## config.mk

```make
export PLATFORM = sky130hd
export DESIGN_NAME = tlb_search_arbiter_flat
export DESIGN_NICKNAME = d
export VERILOG_FILES = /design/src/rtl/tlb_search_arbiter_if.sv /design/src/rtl/tlb_search_arbiter.sv /design/src/flat_wrapper.sv
export SDC_FILE = /design/constraint.sdc
export NUM_CORES = 1
export LEC_CHECK = 0
export ABC_AREA = 1
export BUFFER_PORTS_ARGS = -buffer_cell sky130_fd_sc_hd__buf_2
export CAP_MARGIN = 0
export CORE_MARGIN = 2
export CORE_UTILIZATION = 50
export CTS_BUF_LIST = sky130_fd_sc_hd__clkbuf_4 sky130_fd_sc_hd__clkbuf_8
export DETAILED_ROUTE_END_ITERATION = 16
export PLACE_DENSITY = 0.87
export SLEW_MARGIN = 20
export SYNTH_ARGS = -nofsm -noshare
export SYNTH_HDL_FRONTEND = slang
export SYNTH_SLANG_ARGS = --single-unit
```

## constraint.sdc

```tcl
create_clock -name clk_i -period 2.2 [get_ports clk_i]
set_input_delay 0.33 -clock clk_i [delete_from_list [all_inputs] [get_ports clk_i]]
set_output_delay 0.33 -clock clk_i [all_outputs]
set_load 0.01 [all_outputs]
```

## src/rtl/tlb_search_arbiter_if.sv

```systemverilog
// tlb_search_arbiter_if
//   Bundles the three requester channels (ITLB refill, DTLB refill, CP0 TLBP),
//   the flush strobe, and the shared TLB search port (s_*).
//
//   Request handshake: a requester raises *_req with a stable *_vpn2 and keeps
//   both held until it sees its one-cycle *_done strobe or a flush. The
//   arbiter samples *_req only while idle. *_done marks the single cycle in
//   which the requester captures the TLB result.
//
//   master : requesters + TLB array side (drives req/vpn2/flush/s_found/s_index)
//   slave  : the arbiter
interface tlb_search_arbiter_if #(
    parameter int VPN2_W = 19,
    parameter int IDX_W  = 4
);
    logic              i_req;
    logic [VPN2_W-1:0] i_vpn2;
    logic              d_req;
    logic [VPN2_W-1:0] d_vpn2;
    logic              p_req;
    logic [VPN2_W-1:0] p_vpn2;
    logic              flush;
    logic              s_valid;
    logic [VPN2_W-1:0] s_vpn2;
    logic              s_found;
    logic [IDX_W-1:0]  s_index;
    logic              i_done;
    logic              d_done;
    logic              p_done;
    logic              p_found;
    logic [IDX_W-1:0]  p_index;
    logic              busy;

    modport master (
        output i_req, i_vpn2, d_req, d_vpn2, p_req, p_vpn2, flush, s_found, s_index,
        input  s_valid, s_vpn2, i_done, d_done, p_done, p_found, p_index, busy
    );

    modport slave (
        input  i_req, i_vpn2, d_req, d_vpn2, p_req, p_vpn2, flush, s_found, s_index,
        output s_valid, s_vpn2, i_done, d_done, p_done, p_found, p_index, busy
    );
endinterface

```

## src/rtl/tlb_search_arbiter.sv

```systemverilog
// tlb_search_arbiter
//   Shares the single TLB search port between ITLB refill, DTLB refill and the
//   CP0 TLBP probe. One search runs at a time: IDLE grants, LOOKUP waits the
//   fixed TLB latency, RESP pulses the owner's done strobe while the TLB result
//   is on s_found/s_index.
//
//   Ports
//     clk_i, rst_ni : clock, asynchronous active-low reset
//     bus           : tlb_search_arbiter_if.slave (requesters, flush, TLB port)
//     state_o       : current FSM state, for debug/observation
module tlb_search_arbiter #(
    parameter int VPN2_W     = 19,
    parameter int IDX_W      = 4,
    parameter int LOOKUP_LAT = 1,
    parameter int STARVE_MAX = 2
) (
    input  logic                clk_i,
    input  logic                rst_ni,
    tlb_search_arbiter_if.slave bus,
    output logic [1:0]          state_o
);
    localparam int CNT_W = 2;
    localparam int STV_W = (STARVE_MAX < 2) ? 1 : $clog2(STARVE_MAX + 1);

    typedef enum logic [1:0] {IDLE = 2'd0, LOOKUP = 2'd1, RESP = 2'd2} state_t;
    typedef enum logic [1:0] {OWN_I = 2'd0, OWN_D = 2'd1, OWN_P = 2'd2} owner_t;

    state_t            state_q;
    owner_t            owner_q;
    logic [CNT_W-1:0]  lat_cnt_q;
    logic [STV_W-1:0]  starve_q;
    logic [VPN2_W-1:0] s_vpn2_q;
    logic              p_found_q;
    logic [IDX_W-1:0]  p_index_q;
    logic              busy_q;

    logic              grant_vld_d;
    owner_t            grant_own_d;
    logic [VPN2_W-1:0] grant_vpn_d;
    logic              starved;

    // I has lost to D STARVE_MAX times in a row; it now outranks D (never P).
    assign starved = (starve_q == STV_W'(STARVE_MAX));

    always_comb begin
        grant_vld_d = bus.p_req | bus.d_req | bus.i_req;
        grant_own_d = OWN_I;
        grant_vpn_d = bus.i_vpn2;
        if (bus.p_req) begin
            grant_own_d = OWN_P;
            grant_vpn_d = bus.p_vpn2;
        end else if (bus.d_req && !(bus.i_req && starved)) begin
            grant_own_d = OWN_D;
            grant_vpn_d = bus.d_vpn2;
        end
    end

    always_ff @(posedge clk_i or negedge rst_ni) begin
        if (!rst_ni) begin
            state_q   <= IDLE;
            owner_q   <= OWN_I;
            lat_cnt_q <= '0;
            starve_q  <= '0;
            s_vpn2_q  <= '0;
            p_found_q <= 1'b0;
            p_index_q <= '0;
            busy_q    <= 1'b0;
        end else begin
            unique case (state_q)
                IDLE: begin
                    // Flush beats a grant that would otherwise happen this cycle.
                    if (grant_vld_d && !bus.flush) begin
                        owner_q   <= grant_own_d;
                        s_vpn2_q  <= grant_vpn_d;
                        lat_cnt_q <= CNT_W'(LOOKUP_LAT - 1);
                        state_q   <= LOOKUP;
                        busy_q    <= 1'b1;
                        if (grant_own_d == OWN_I) begin
                            starve_q <= '0;
                        end else if (grant_own_d == OWN_D && bus.i_req && !starved) begin
                            starve_q <= starve_q + 1'b1;
                        end
                    end
                end
                LOOKUP: begin
                    if (bus.flush) begin
                        state_q <= IDLE;
                        busy_q  <= 1'b0;
                    end else if (lat_cnt_q == '0) begin
                        state_q <= RESP;
                    end else begin
                        lat_cnt_q <= lat_cnt_q - 1'b1;
                    end
                end
                RESP: begin
                    // Always back to IDLE: a satisfied requester whose req is
                    // still high is only re-sampled in the following IDLE cycle.
                    state_q <= IDLE;
                    busy_q  <= 1'b0;
                    if (owner_q == OWN_P && !bus.flush) begin
                        p_found_q <= bus.s_found;
                        p_index_q <= bus.s_index;
                    end
                end
                default: begin
                    state_q <= IDLE;
                    busy_q  <= 1'b0;
                end
            endcase
        end
    end

    // Done strobes decode from the state register; a flush in the RESP cycle
    // aborts the search, so it also suppresses the strobe.
    assign bus.i_done  = (state_q == RESP) && (owner_q == OWN_I) && !bus.flush;
    assign bus.d_done  = (state_q == RESP) && (owner_q == OWN_D) && !bus.flush;
    assign bus.p_done  = (state_q == RESP) && (owner_q == OWN_P) && !bus.flush;
    assign bus.s_valid = (state_q != IDLE);
    assign bus.s_vpn2  = s_vpn2_q;
    assign bus.p_found = p_found_q;
    assign bus.p_index = p_index_q;
    assign bus.busy    = busy_q;
    assign state_o     = state_q;
endmodule

```

## src/flat_wrapper.sv

```systemverilog
// flat-port wrapper written by rule: the top's interface ports become plain ports
module tlb_search_arbiter_flat 
#(
    parameter int VPN2_W     = 19,
    parameter int IDX_W      = 4,
    parameter int LOOKUP_LAT = 1,
    parameter int STARVE_MAX = 2
)
  (clk_i, rst_ni, state_o, bus_i_req, bus_i_vpn2, bus_d_req, bus_d_vpn2, bus_p_req, bus_p_vpn2, bus_flush, bus_s_found, bus_s_index, bus_s_valid, bus_s_vpn2, bus_i_done, bus_d_done, bus_p_done, bus_p_found, bus_p_index, bus_busy);
  tlb_search_arbiter_if #(.VPN2_W(VPN2_W), .IDX_W(IDX_W)) bus_i ();
  input  logic clk_i;
  input  logic rst_ni;
  output logic [1:0] state_o;
  input wire logic [$bits(bus_i.i_req)-1:0] bus_i_req;
  input wire logic [$bits(bus_i.i_vpn2)-1:0] bus_i_vpn2;
  input wire logic [$bits(bus_i.d_req)-1:0] bus_d_req;
  input wire logic [$bits(bus_i.d_vpn2)-1:0] bus_d_vpn2;
  input wire logic [$bits(bus_i.p_req)-1:0] bus_p_req;
  input wire logic [$bits(bus_i.p_vpn2)-1:0] bus_p_vpn2;
  input wire logic [$bits(bus_i.flush)-1:0] bus_flush;
  input wire logic [$bits(bus_i.s_found)-1:0] bus_s_found;
  input wire logic [$bits(bus_i.s_index)-1:0] bus_s_index;
  output wire logic [$bits(bus_i.s_valid)-1:0] bus_s_valid;
  output wire logic [$bits(bus_i.s_vpn2)-1:0] bus_s_vpn2;
  output wire logic [$bits(bus_i.i_done)-1:0] bus_i_done;
  output wire logic [$bits(bus_i.d_done)-1:0] bus_d_done;
  output wire logic [$bits(bus_i.p_done)-1:0] bus_p_done;
  output wire logic [$bits(bus_i.p_found)-1:0] bus_p_found;
  output wire logic [$bits(bus_i.p_index)-1:0] bus_p_index;
  output wire logic [$bits(bus_i.busy)-1:0] bus_busy;
  assign bus_i.i_req = bus_i_req;
  assign bus_i.i_vpn2 = bus_i_vpn2;
  assign bus_i.d_req = bus_d_req;
  assign bus_i.d_vpn2 = bus_d_vpn2;
  assign bus_i.p_req = bus_p_req;
  assign bus_i.p_vpn2 = bus_p_vpn2;
  assign bus_i.flush = bus_flush;
  assign bus_i.s_found = bus_s_found;
  assign bus_i.s_index = bus_s_index;
  assign bus_s_valid = bus_i.s_valid;
  assign bus_s_vpn2 = bus_i.s_vpn2;
  assign bus_i_done = bus_i.i_done;
  assign bus_d_done = bus_i.d_done;
  assign bus_p_done = bus_i.p_done;
  assign bus_p_found = bus_i.p_found;
  assign bus_p_index = bus_i.p_index;
  assign bus_busy = bus_i.busy;
  tlb_search_arbiter #(.VPN2_W(VPN2_W), .IDX_W(IDX_W), .LOOKUP_LAT(LOOKUP_LAT), .STARVE_MAX(STARVE_MAX)) u_core (.clk_i(clk_i), .rst_ni(rst_ni), .bus(bus_i), .state_o(state_o));
endmodule
```

## Word-level counts from Yosys, hierarchy flattened

Cells that the tools add are included.

- Multiplexer cells: 17
- Bitwise logic cells: 2
- Reductions and logical operators: 28
- Add/sub/neg operators: 2
- Eq/ne operators: 11

Operators with widths:

| cell | number |
|---|---|
| 2-to-1 mux 19 bit | 2 |
| 2-to-1 mux 2 bit | 9 |
| logical AND 1 bit | 12 |
| zero test 2 bit | 4 |
| one-hot mux 2 bit (2 select lines) | 2 |
| AND reduction 2 bit | 4 |
| equality test 2 x 1 -> 1 bit (second input constant) | 3 |
| equality test 2 bit (second input constant) | 3 |
| != test 2 bit (second input constant) | 3 |
| nonzero test 2 bit | 3 |
| AND reduction 4 bit | 1 |
| zero test 1 bit | 3 |
| 2-to-1 mux 1 bit | 3 |
| != test 3 x 2 -> 1 bit (second input constant) | 1 |
| AND reduction 3 bit | 1 |
| adder 2 x 1 -> 2 bit (second input constant) | 1 |
| != test 2 x 1 -> 1 bit (second input constant) | 1 |
| bitwise OR 1 bit | 2 |
| one-hot mux 1 bit (2 select lines) | 1 |
| subtractor 2 x 1 -> 2 bit (second input constant) | 1 |

- Output and inout port bits: 31
- Logic and storage cells: 68
- Bits in registers: 33

## Logic depth before layout (Yosys ltp)

Gate-level depths: netlist of the first run.

- Depth in word-level cells: 11
- Depth in mapped cells: 9
- Mapped depth without buffers: 8

## Worst setup path after synthesis of the first run

OpenSTA, ideal clock, no wires.

- Kind: register to output
- Start: register u_core.state_q[0], in the netlist u_core.state_o[0]
- End: output bus_d_done
- Cell stages (with the launch flop): 4
- Data arrival time: 0.962 ns
- Required time: 1.870 ns
- Path buffers: 0
- Slack: 0.908 ns
- Cells stage by stage: dfrtp_1 inv_1 nand2_1 nor4_1

- Longest elaborated chain between the ends: 3

RTL lines:

| element | RTL line | text |
|---|---|---|
| from (decl) | tlb_search_arbiter.sv:28 | `state_t state_q;` |
| from (signal assigned) | tlb_search_arbiter.sv:60 | `state_q <= IDLE;` |
| from (signal assigned) | tlb_search_arbiter.sv:76 | `state_q <= LOOKUP;` |
| from (signal assigned) | tlb_search_arbiter.sv:87 | `state_q <= IDLE;` |
| equality test 2 bit | tlb_search_arbiter.sv:116 | `assign bus.d_done = (state_q == RESP) && (owner_q == OWN_D) && !bus.flush;` |
| logical AND 1 bit (2 in a row) | tlb_search_arbiter.sv:116 |  |
| to (decl) | flat_wrapper.sv:26 | `output wire logic [$bits(bus_i.d_done)-1:0] bus_d_done;` |

Every way passes these cells.

## Final worst setup path of the first run

- Start: register u_core.state_q[0], in the netlist u_core.state_o[0]
- End: output bus_p_done

- Longest elaborated chain between the ends: 3

RTL lines:

| element | RTL line | text |
|---|---|---|
| equality test 2 bit | tlb_search_arbiter.sv:117 | `assign bus.p_done = (state_q == RESP) && (owner_q == OWN_P) && !bus.flush;` |
| logical AND 1 bit (2 in a row) | tlb_search_arbiter.sv:117 |  |
| to (decl) | flat_wrapper.sv:27 | `output wire logic [$bits(bus_i.p_done)-1:0] bus_p_done;` |

Every way passes these cells.

==> results.md, run 1 <==
* Sequential-to-total area share from yosys stat at 0.434
* Total CTS buffers at 5
* CTS H-tree lvls at 2
* Skew-Pair Late Insertion Delay at 290 ps
* All-Layer GR Usage at 0.252
* Synth warn at 0
* CTS resizes at 0
* Final Max Slew Viols at 0
* Storage element area at 826 µm²
* Detail Route Antenna Nets at 0
* Total Nets Final at 419
* Fin crit period at between 1500 and 2000 ps
* Avg WL per Cell at 12.6 µm
* Final Util at 0.681
* CP Max Fanout at 6
* Max-Cap Viols at 0
* Initial Util at 0.520
* Total core area at 3660 µm²
* Row cnt at 22
* Critical Path AT at 1460 ps
* Crit path capture type: output port
* Design area at 2490 µm²
* Setup Fix Bufs, Post-CTS at 0
* CP Class: reg -> out
* Clk buf depth at 2
* CP max stage cell: dfrtp_1
* Pwr/cell area at 1030 nW/µm²
* Post-DP Area at 2380 µm²
* Worst-Margin Slew at 732 ps
* CTS tree: built
* Status: finished clean
* GRT overflow at 0
* TritonCTS Sinks at 33
* Mapped Area at 1900 µm²
* # DRC at 0
* Port Buf Inserts at around 100
* Number of synthesized register bits at 33
* Hold Path Class: in -> async
* Relative slew slack at 0.512
* Share of cells above drive strength 1 at 0.357
* Setup TNS at 0 ps
* Startpoint Class: flip-flop
* Largest stage delay on the critical path at 450 ps
* Layout Skew at 7.35 ps
* DIE AREA at 4320 µm²
* Initial antenna violation count at 0
* Cell variety after synth at 24
* Footprint of the multi-input gates at between 900 and 1000 µm²
* Lkg Pwr at 1.44 nW
* Max Freq at ~560 MHz
* Critical Path, Cell by Cell: inv_1 -> nand2_1 -> nor2_1 -> nand3_2 -> inv_2 -> buf_2
* Filler cells at 319
* Largest net degree at the start of global routing at 39
* Power Total at 2.56 mW
* Vias in the first global route at 1967
* RePlAce Congestion at 0.791
* Syn nets at roughly 330
* Maximum vdd drop at ~540 µV
* Most common cell after layout, fill and taps aside: nand2_1
* Setup violators final at 0
* Drt first pass iters at 4
* Most frequent cells in the layout: 110 x nand2_1, 98 x buf_2, 43 x nand3_1, 33 x dfrtp_1, 19 x nand4_1
* RSZ-0062 raised after global routing: no
* Die Width at 65.7 µm
* Die Height at between 60 and 70 µm
* WP data required at 1870 ps
* Mapped Cells at 256
* Area grow syn2layout at 30.9%
* Routed WL at about 5000 µm
* ANT cells at 0
* Fin. Hold Viols at 0
* Iteration-0 DRC Markers at 116
* # hold bufs at CTS at 0
* Crit share post-route at 0.814
* Syn_area_per_cell at 7.44 µm²
* Global-route wire length before repair at 8450 µm
* Vias per Instance at between 5 and 6
* Reg clk slew, reported paths at roughly 70 ps
* Root buffer cell: clkbuf_8
* Detailed Place HPWL at 3610 µm
* Vias after detailed routing at 2078
* I/O pins at 99
==> per-stage QoR <==
step / instances / worst slack [ps] / hold WS, ps
6_report: 398 / 408 / 93.3
5_1_grt: 398 / 259 / 149
4_1_cts: 398 / 396 / 119
3_5_place_dp: 390 / 547 / 438
3_3_place_gp: 390 / 602 / 434
2_1_floorplan: 256 / 908 / 34.4
==> registers in the layout, summed over array words and instances, names as in the netlist <==
register,count
u_core.bus.p_index,4
u_core.starve_q,2
u_core.bus.s_vpn2,19
u_core.bus.p_found,1
u_core.owner_q,2
u_core.lat_cnt_q,2
u_core.bus.busy,1
u_core.state_o,2
==> per-layer routing <==
metal / vias up / GRT usage / wire length (µm)
li1: 1029 / - / -
met1: 961 / 0.310 / 2230
met2: 81 / 0.442 / 2370
met3: 7 / 0.0514 / 350
met4: 0 / 0.0755 / 59
met5: - / 0 / 0
==> synthesized netlist by cell type <==
| cell type | instances | area share |
|---|---|---|
| buf_4 | 4 | 0.016 |
| buf_2 | 5 | 0.013 |
| o21ai_1 | 1 | 0.0026 |
| dfrtp_1 | 33 | 0.43 |
| buf_6 | 3 | 0.018 |
| nor4_1 | 2 | 0.0066 |
| nor2_4 | 1 | 0.0059 |
| ha_1 | 2 | 0.013 |
| nor2_8 | 1 | 0.011 |
| nor2_2 | 2 | 0.0066 |
| nor2_1 | 4 | 0.0079 |
| inv_2 | 5 | 0.0099 |
| nand2_2 | 3 | 0.0099 |
| a21oi_4 | 1 | 0.0085 |
| clkbuf_1 | 3 | 0.0059 |
| nor3_1 | 1 | 0.0026 |
| nand3b_1 | 1 | 0.0039 |
| nand3_1 | 43 | 0.11 |
| inv_1 | 9 | 0.018 |
| nand2_1 | 110 | 0.22 |
| nand3_2 | 1 | 0.0053 |
| nand2_4 | 1 | 0.0059 |
| o21ai_2 | 1 | 0.0046 |
| nand4_1 | 19 | 0.062 |
==> critical path, delay by kind of cell (launching register included) <==
kind	cells	cell delay, ps
buffers and inverters	3	380
DFF	1	450
and+or+nand+nor	3	360
==> power by group <==
| part | internal (mW) | leakage (nW) | switching (mW) | total [mW] |
|---|---|---|---|---|
| Sequential | 0.855 | 0.420 | 0.146 | 1.00 |
| Combinational | 0.398 | 0.961 | 0.583 | 0.981 |
| Clock | 0.339 | 0.0543 | 0.241 | 0.580 |
==> path summary, 6_finish.rpt <==
| check | to | from | slack (ps) | cells past startpoint |
|---|---|---|---|---|
| setup / recovery | bus_p_done | u_core.state_o[0]$_DFFE_PN0P_ | 410 | 6 |
| hold / removal | u_core.bus.s_vpn2[8]$_DFFE_PN0P_ | rst_ni | 90 | 1 |
| setup reg to reg | u_core.bus.s_vpn2[17]$_DFFE_PN0P_ | u_core.starve_q[0]$_DFFE_PN0P_ | 620 | 9 |
| hold reg to reg | u_core.bus.busy$_DFFE_PN0P_ | u_core.bus.busy$_DFFE_PN0P_ | 470 | 2 |
| max in group asynchronous | u_core.starve_q[1]$_DFFE_PN0P_ | rst_ni | 1630 | 1 |
| min in group clk_i | u_core.bus.p_index[3]$_DFFE_PN0P_ | bus_s_index[3] | 230 | 3 |
==> cell type report <==
class,instances,share of cell area
multi-input cells,194,0.371
repair buffers,101,0.206
inverters,14,0.0211
clock buffers,5,0.0276
well taps,48,0.0241
flip-flops and latches,33,0.331
clock inverters,3,0.0186
==> cells by family after synthesis <==
group                    synth area share
AND/OR/NAND/NOR                     0.457
flip-flops                          0.434
adder cells (fa/ha/maj)            0.0131
buffers and inverters              0.0802
AO/OA/AOI/OAI                      0.0158
Note: power is estimated with default switching activity, not from simulation.
==> run 2, diff against run 1 <==
Settings changed: ABC_AREA 1 to 0, CORE_UTILIZATION 50 to 45, PLACE_DENSITY 0.87 to 0.82.
Clock period 2.2 ns to 1.7 ns, I/O delays scaled along.
==> run 2 against run 1 <==
Against the previous run:
- final cell count shrank 15%
- via count shrank 8.9%
- die area grew 0.56%
- combinational power grew 54%
- highest routed layer unchanged
- critical endpoint is now bus_d_done
- non-clock buffer count grew 11
- cell area shrank 2.9%
- clock power shrank 2%
- routed wire length shrank 4.9%
- worst hold slack lost 67 ps
- total power grew 34%
- sequential share of layout area grew 0.99 points
- largest cell class is now registers
==> results.md, run 2 <==
* Share of cells above drive strength 1 at 0.454 (+0.0965)
* Port Buf Inserts at 98 (unchanged)
* R2r setup slk at 170 ps (-450 ps)
* Max reg flops at 19 (unchanged)
* Footprint of the multi-input gates at 821 µm² (-11%)
* Relative slew slack at 0.519 (+0.00701)
* Lkg Pwr at 1.17 nW (-18%)
* Synth top area cells: dfrtp_1 48%, nand3_1 11%, a41oi_1 9.7%
* CTS H-tree lvls at 2 (unchanged)
* I/O pins at 99 (unchanged)
* Iteration-0 DRC Markers at 93 (-20%)
* Largest net degree at the start of global routing at 34 (-13%)
* Fin Hold WS at 25.9 ps (-67.4 ps)
* Syn_area_per_cell at 9.22 µm² (+24%)
* Maximum vdd drop at 682 µV (+26%)
* DIE AREA at 4340 µm² (+0.56%)
* Status: finished clean
* Mapped Cells at 187 (-27%)
* DP Cell Count at 330 (-15%)
* Initial antenna violation count at 0 (unchanged)
* Layout Skew at 5.63 ps (-1.73 ps)
* GRT overflow at 0 (unchanged)
* Crit path capture type: output port
* Fin. Hold Viols at 0 (unchanged)
* Setup violators final at 0 (unchanged)
* Setup TNS at 0 ps (unchanged)
* Root buffer cell: clkbuf_8
* Storage element area at 826 µm² (unchanged)
* Die Height at 65.9 µm (+0.28%)
* CP Max Fanout at 7 (+1)
* Detailed Place HPWL at 3420 µm (-5.2%)
* DP Worst Slack at 188 ps (-359 ps)
* Area grow syn2layout at 40.3%
* Clk buf depth at 2 (unchanged)
* Filler cells at 335 (+5.0%)
* Avg WL per Cell at 14.1 µm (+12%)
* # hold bufs at CTS at 0 (unchanged)
* Syn nets at 257 (-21%)
* Setup ws final at 129 ps (-279 ps)
* Vias after detailed routing at 1893 (-8.9%)
* Startpoint Class: flip-flop
* All-Layer GR Usage at 0.237 (-0.0156)
* Dominant cell type by area after synthesis: dfrtp_1
* Most frequent cells in the layout: 98 x buf_2, 38 x nand3_1, 33 x dfrtp_1, 21 x nand2_1, 20 x a21oi_1
* Worst-Margin Slew at 722 ps (-10.5 ps)
* CP Class: reg -> out
* Vias per Instance at 5.58 (+7.0%)
* Critical Path AT at 1320 ps (-140 ps)
* Final Max Slew Viols at 0 (unchanged)
* WP data required at 1440 ps (-430 ps)
* Most numerous cell in the Yosys netlist: nand3_1
* Total core area at 3660 µm² (unchanged)
* Post-synth EDFFs at 0 (unchanged)
* Top cell type's share of synthesized area at 0.479 (+0.0453)
* RSZ-0062 raised after global routing: no
* FF-to-FF End: u_core.lat_cnt_q[0]$_DFFE_PN0P_
* # DRC at 0 (unchanged)
* Row cnt at 22 (unchanged)
* Number of synthesized register bits at 33 (unchanged)
* Detail Route Antenna Nets at 0 (unchanged)
* Reg clk slew, reported paths at 60 ps (about the same)
* Drt first pass iters at 4 (unchanged)
* CTS tree: built
* Max Freq at 637 MHz
* TritonCTS Sinks at 33 (unchanged)
* Max-Cap Viols at 0 (unchanged)
* Die Width at 65.9 µm (+0.28%)
* Reg2reg start: u_core.lat_cnt_q[0]$_DFFE_PN0P_
* Global-route wire length before repair at 7820 µm (-7.4%)
* RePlAce Congestion at 0.802 (+1.3%)
* Initial Util at 0.471 (-0.0492)
* Crit share post-route at 0.924
* R2R depth at 5 (-4)
* Vias in the first global route at 1781 (-9.5%)
* Pwr/cell area at 1420 nW/µm² (+38%)
* Skew-Pair Late Insertion Delay at 280 ps (about the same)
* Most common cell after layout, fill and taps aside: buf_2
* Synth warn at 0 (unchanged)
* Mapped Area at 1720 µm² (-9.5%)
* Cell variety after synth at 30 (+25%)
* Total CTS buffers at 5 (unchanged)
* Fin crit period at 1570 ps
* Post-synth ARST share at 1.00 (unchanged)
* Routed WL at 4770 µm (-4.9%)
* Total Nets Final at 360 (-14%)
* Predominant post-synthesis flop cell: dfrtp_1
* Most frequent cells after synthesis: 38 x nand3_1, 33 x dfrtp_1, 21 x nand2_1, 20 x a21oi_1, 19 x a41oi_1
* Final Non-Filler Cells at 339 (-15%)
* ANT cells at 0 (unchanged)
* Sequential-to-total area share from yosys stat at 0.479 (+0.0453)
* Hold Path Class: in -> async
-- run 2: cell types whose count changed in the layout (fill, tap and decap cells not counted), moves of 3 or more --
cell,change
buf_4,+10
a21oi_1,+20
inv_1,-4
nand2_1,-89
mux2_2,+5
nand3_1,-5
inv_2,-5
o21ai_0,+5
nand4_1,-18
a41oi_1,+19
nand2_2,-3
-- run 2: per-layer routing --
metal	routed length [µm]	part of all wire	track usage	vias to the layer above
li1	-	-	-	904
met1	1970	0.41	0.298	912
met2	2440	0.51	0.402	71
met3	296	0.062	0.0443	6
met4	68	0.014	0.0885	0
met5	0	0	0	-
-- run 2: worst max-delay path, cell delays in order (launching register included) --
cell and delay, ps:
dfrtp_1 380, buf_4 160, nor2_2 110, nand2_1 90, nor3b_2 160, buf_2 150
-- run 2: worst max path at each step --
stage,start,endpoint,slack [ps]
finish,u_core.state_o[0]$_DFFE_PN0P_,bus_d_done,130
CTS,u_core.state_o[0]$_DFFE_PN0P_,bus_d_done,60
global route,u_core.state_o[0]$_DFFE_PN0P_,bus_d_done,30
global placement,u_core.state_o[0]$_DFFE_PN0P_,u_core.bus.s_vpn2[16]$_DFFE_PN0P_,260
floorplan,u_core.state_o[0]$_DFFE_PN0P_,u_core.bus.s_vpn2[10]$_DFFE_PN0P_,310
detailed placement,u_core.lat_cnt_q[0]$_DFFE_PN0P_,u_core.lat_cnt_q[0]$_DFFE_PN0P_,190
-- run 2: area by class of cell --
cell class | count | area share
sequential | 33 | 0.341
multi-input combinational | 133 | 0.339
timing repair buffer | 112 | 0.251
clock buffer | 6 | 0.0315
tap | 48 | 0.0248
inverter | 5 | 0.00776
clock inverter | 2 | 0.00414
-- run 2: logic make-up (layout without fill, tap and decap cells) --
kind of cell	Yosys count	after routing	synth area share
and+or+nand+nor	74	74	0.213
AOI/OAI and AO/OA	50	50	0.197
DFF	33	33	0.479
buffers and inverters	21	125	0.0522
muxes	7	7	0.0443
adders and majority gates	2	2	0.0145
-- run 2: what timing repair did --
item / in CTS / in global routing
setup buffers: 1 / 0
resized for setup: 0 / 2
pin swaps: 1 / 1
endpoints found under the setup margin: 1 / 1
gates cloned: 0 / 0
-- run 2: where the power goes --
part / internal, mW / leakage (nW) / total (mW) / switching, mW
Sequential: 1.16 / 0.394 / 1.36 / 0.207
Clock: 0.299 / 0.0484 / 0.566 / 0.267
Combinational: 0.718 / 0.730 / 1.51 / 0.793
-- run 2: per-stage QoR --
step | utilization | area, µm² | total power, mW
after floorplan | - | 1720 | 2.21
after global placement | 0.633 | 2320 | 2.83
after detailed placement | 0.633 | 2320 | 2.88
after CTS | 0.659 | 2410 | 3.46
after global routing | 0.661 | 2420 | 3.71
final | 0.661 | 2420 | 3.44
==> run 3, diff against run 2 <==
==> constraint.sdc (replaced) <==
create_clock -name clk_i -period 1.7 [get_ports clk_i]
set_input_delay 0.17 -clock clk_i [delete_from_list [all_inputs] [get_ports clk_i]]
set_output_delay 0.17 -clock clk_i [all_outputs]
set_load 0.01 [all_outputs]
==> run 3 against run 2 <==
Against the previous run:
- worst hold slack improved by 90 ps
- maximum frequency is 1.7% higher
- clock skew shrank 2.0 ps
- register-to-register slack barely moved
- critical path type unchanged
- cell area up 0.62%
- largest cell class unchanged
- utilization is 0.41 points higher
- flip-flop and latch count is the same
- routed wire length grew 0.80%
==> results.md, run 3 (synthesis gave the netlist of run 2 again) <==
* Status: finished clean
* RSZ-0062 raised after global routing: no
* TritonCTS Sinks at 33 (unchanged)
* Maximum vdd drop at 693 µV (+1.5%)
* Die Height at 65.9 µm (unchanged)
* Largest net degree at the start of global routing at 39 (+15%)
* Max Freq at 647 MHz (+1.7%)
* CTS resizes at 0 (unchanged)
* Root buffer cell: clkbuf_8
* Clk buf depth at 2 (unchanged)
* Global-route wire length before repair at 7680 µm (-1.9%)
* Most common cell after layout, fill and taps aside: buf_2
* Total Nets Final at 361 (+0.28%)
* Fin. Hold Viols at 0 (unchanged)
* RePlAce Congestion at 0.796 (-0.71%)
* Initial antenna violation count at 0 (unchanged)
* Drt first pass iters at 4 (unchanged)
* Lkg Pwr at 1.18 nW (+0.56%)
* DP Cell Count at 328 (-0.61%)
* Crit share post-route at 0.909 (-0.0151)
* Initial Util at 0.471 (unchanged)
* WP data required at 1530 ps (+90 ps)
* Vias after detailed routing at 1868 (-1.3%)
* ANT cells at 0 (unchanged)
* Startpoint Class: flip-flop
* CTS tree: built
* Worst-Margin Slew at 732 ps (+10.8 ps)
* CTS H-tree lvls at 2 (unchanged)
* Port Buf Inserts at 98 (unchanged)
* Relative slew slack at 0.512 (-0.00722)
* Final Non-Filler Cells at 340 (+0.29%)
* Iteration-0 DRC Markers at 89 (-4.3%)
* Routed WL at 4810 µm (+0.80%)
* Total core area at 3660 µm² (unchanged)
* Reg clk slew, reported paths at 60 ps (about the same)
* Hold Path Class: in -> reg
* Area grow syn2layout at 41.2%
* Skew-Pair Late Insertion Delay at 290 ps (about the same)
* GRT overflow at 0 (unchanged)
* I/O pins at 99 (unchanged)
* Vias per Instance at 5.49 (-1.6%)
* Die Width at 65.9 µm (unchanged)
* All-Layer GR Usage at 0.235 (-0.00109)
* Avg WL per Cell at 14.1 µm (+0.50%)
* Total CTS buffers at 5 (unchanged)
* # DRC at 0 (unchanged)
* Detail Route Antenna Nets at 0 (unchanged)
* Pwr/cell area at 1410 nW/µm² (-0.81%)
* Row cnt at 22 (unchanged)
* CP Class: reg -> out
* Fin crit period at 1540 ps (-25.7 ps)
* Final Max Slew Viols at 0 (unchanged)
* Crit path capture type: output port
* Share of cells above drive strength 1 at 0.445 (-0.00840)
* Vias in the first global route at 1822 (+2.3%)
* Max reg flops at 19 (unchanged)
* Critical Path AT at 1370 ps (+50 ps)
* Setup violators final at 0 (unchanged)
* Setup TNS at 0 ps (unchanged)
* Max-Cap Viols at 0 (unchanged)
* Layout Skew at 3.63 ps (-2.00 ps)
* Detailed Place HPWL at 3470 µm (+1.3%)
* DIE AREA at 4340 µm² (unchanged)
* Most frequent cells in the layout: 98 x buf_2, 38 x nand3_1, 33 x dfrtp_1, 21 x nand2_1, 20 x a21oi_1
* CP Max Fanout at 8 (+1)
run 3: changes by cell type in the layout (fill, tap and decap cells not counted), sizes merged:
cell	change
dlygate4sd3	+1
run 3: path summary, 6_finish.rpt:
kind	startpoint	endpoint	slack [ps]	cells past startpoint
setup / recovery	u_core.state_o[0]$_DFFE_PN0P_	bus_p_done	160	4
hold / removal	bus_s_index[1]	u_core.bus.p_index[1]$_DFFE_PN0P_	120	2
setup reg to reg	u_core.state_o[0]$_DFFE_PN0P_	u_core.bus.s_vpn2[11]$_DFFE_PN0P_	160	4
hold reg to reg	u_core.lat_cnt_q[0]$_DFFE_PN0P_	u_core.lat_cnt_q[0]$_DFFE_PN0P_	490	1
max in group asynchronous	rst_ni	u_core.bus.s_vpn2[3]$_DFFE_PN0P_	750	2
min in group asynchronous	rst_ni	u_core.state_o[0]$_DFFE_PN0P_	480	2
run 3: metal layers:
metal  global-route usage  share of wire  vias up
li1                     -              -      903
met1                0.270           0.42      901
met2                0.423           0.51       57
met3               0.0426          0.055        7
met4                0.107          0.016        0
met5                    0              0        -
run 3: metrics by stage:
| stage | hold WS [ps] | setup slack (ps) | cell area (µm²) | power (mW) | util |
|---|---|---|---|---|---|
| floorplan | -126 | 306 | 1720 | 2.21 | - |
| global placement | 266 | 236 | 2320 | 2.82 | 0.633 |
| detailed placement | 270 | 165 | 2320 | 2.86 | 0.633 |
| CTS | 108 | 59.9 | 2410 | 3.46 | 0.659 |
| global route | 116 | 16.9 | 2430 | 3.69 | 0.665 |
| finish | 116 | 155 | 2430 | 3.44 | 0.665 |
run 3: worst max-delay path: stages, from the launching register on:
cell	delay, ps
dfrtp_1	460
nor2_1	170
nand4b_1	240
inv_1	100
buf_2	130
run 3: power by group:
group          internal [mW]  switching (mW)  total [mW]
Clock                  0.299           0.282       0.581
Sequential              1.16           0.213        1.37
Combinational          0.709           0.776        1.48
Total                   2.16            1.27        3.44
run 3: timing repair:
| item | 4_1_cts | 5_1_grt |
|---|---|---|
| endpoints found under the setup margin | 0 | 1 |
| hold endpoints to repair | 33 | 0 |
| hold buffers | 1 | 0 |
| setup buffers | 0 | 3 |
run 3: layout make-up:
cell class,count,area (µm²)
inverters,5,18.8
multi-input cells,133,813
fillers,314,1230
repair buffers,113,631
clock buffers,6,76.3
clock inverters,2,10.0
flip-flops and latches,33,826
well taps,48,60.1
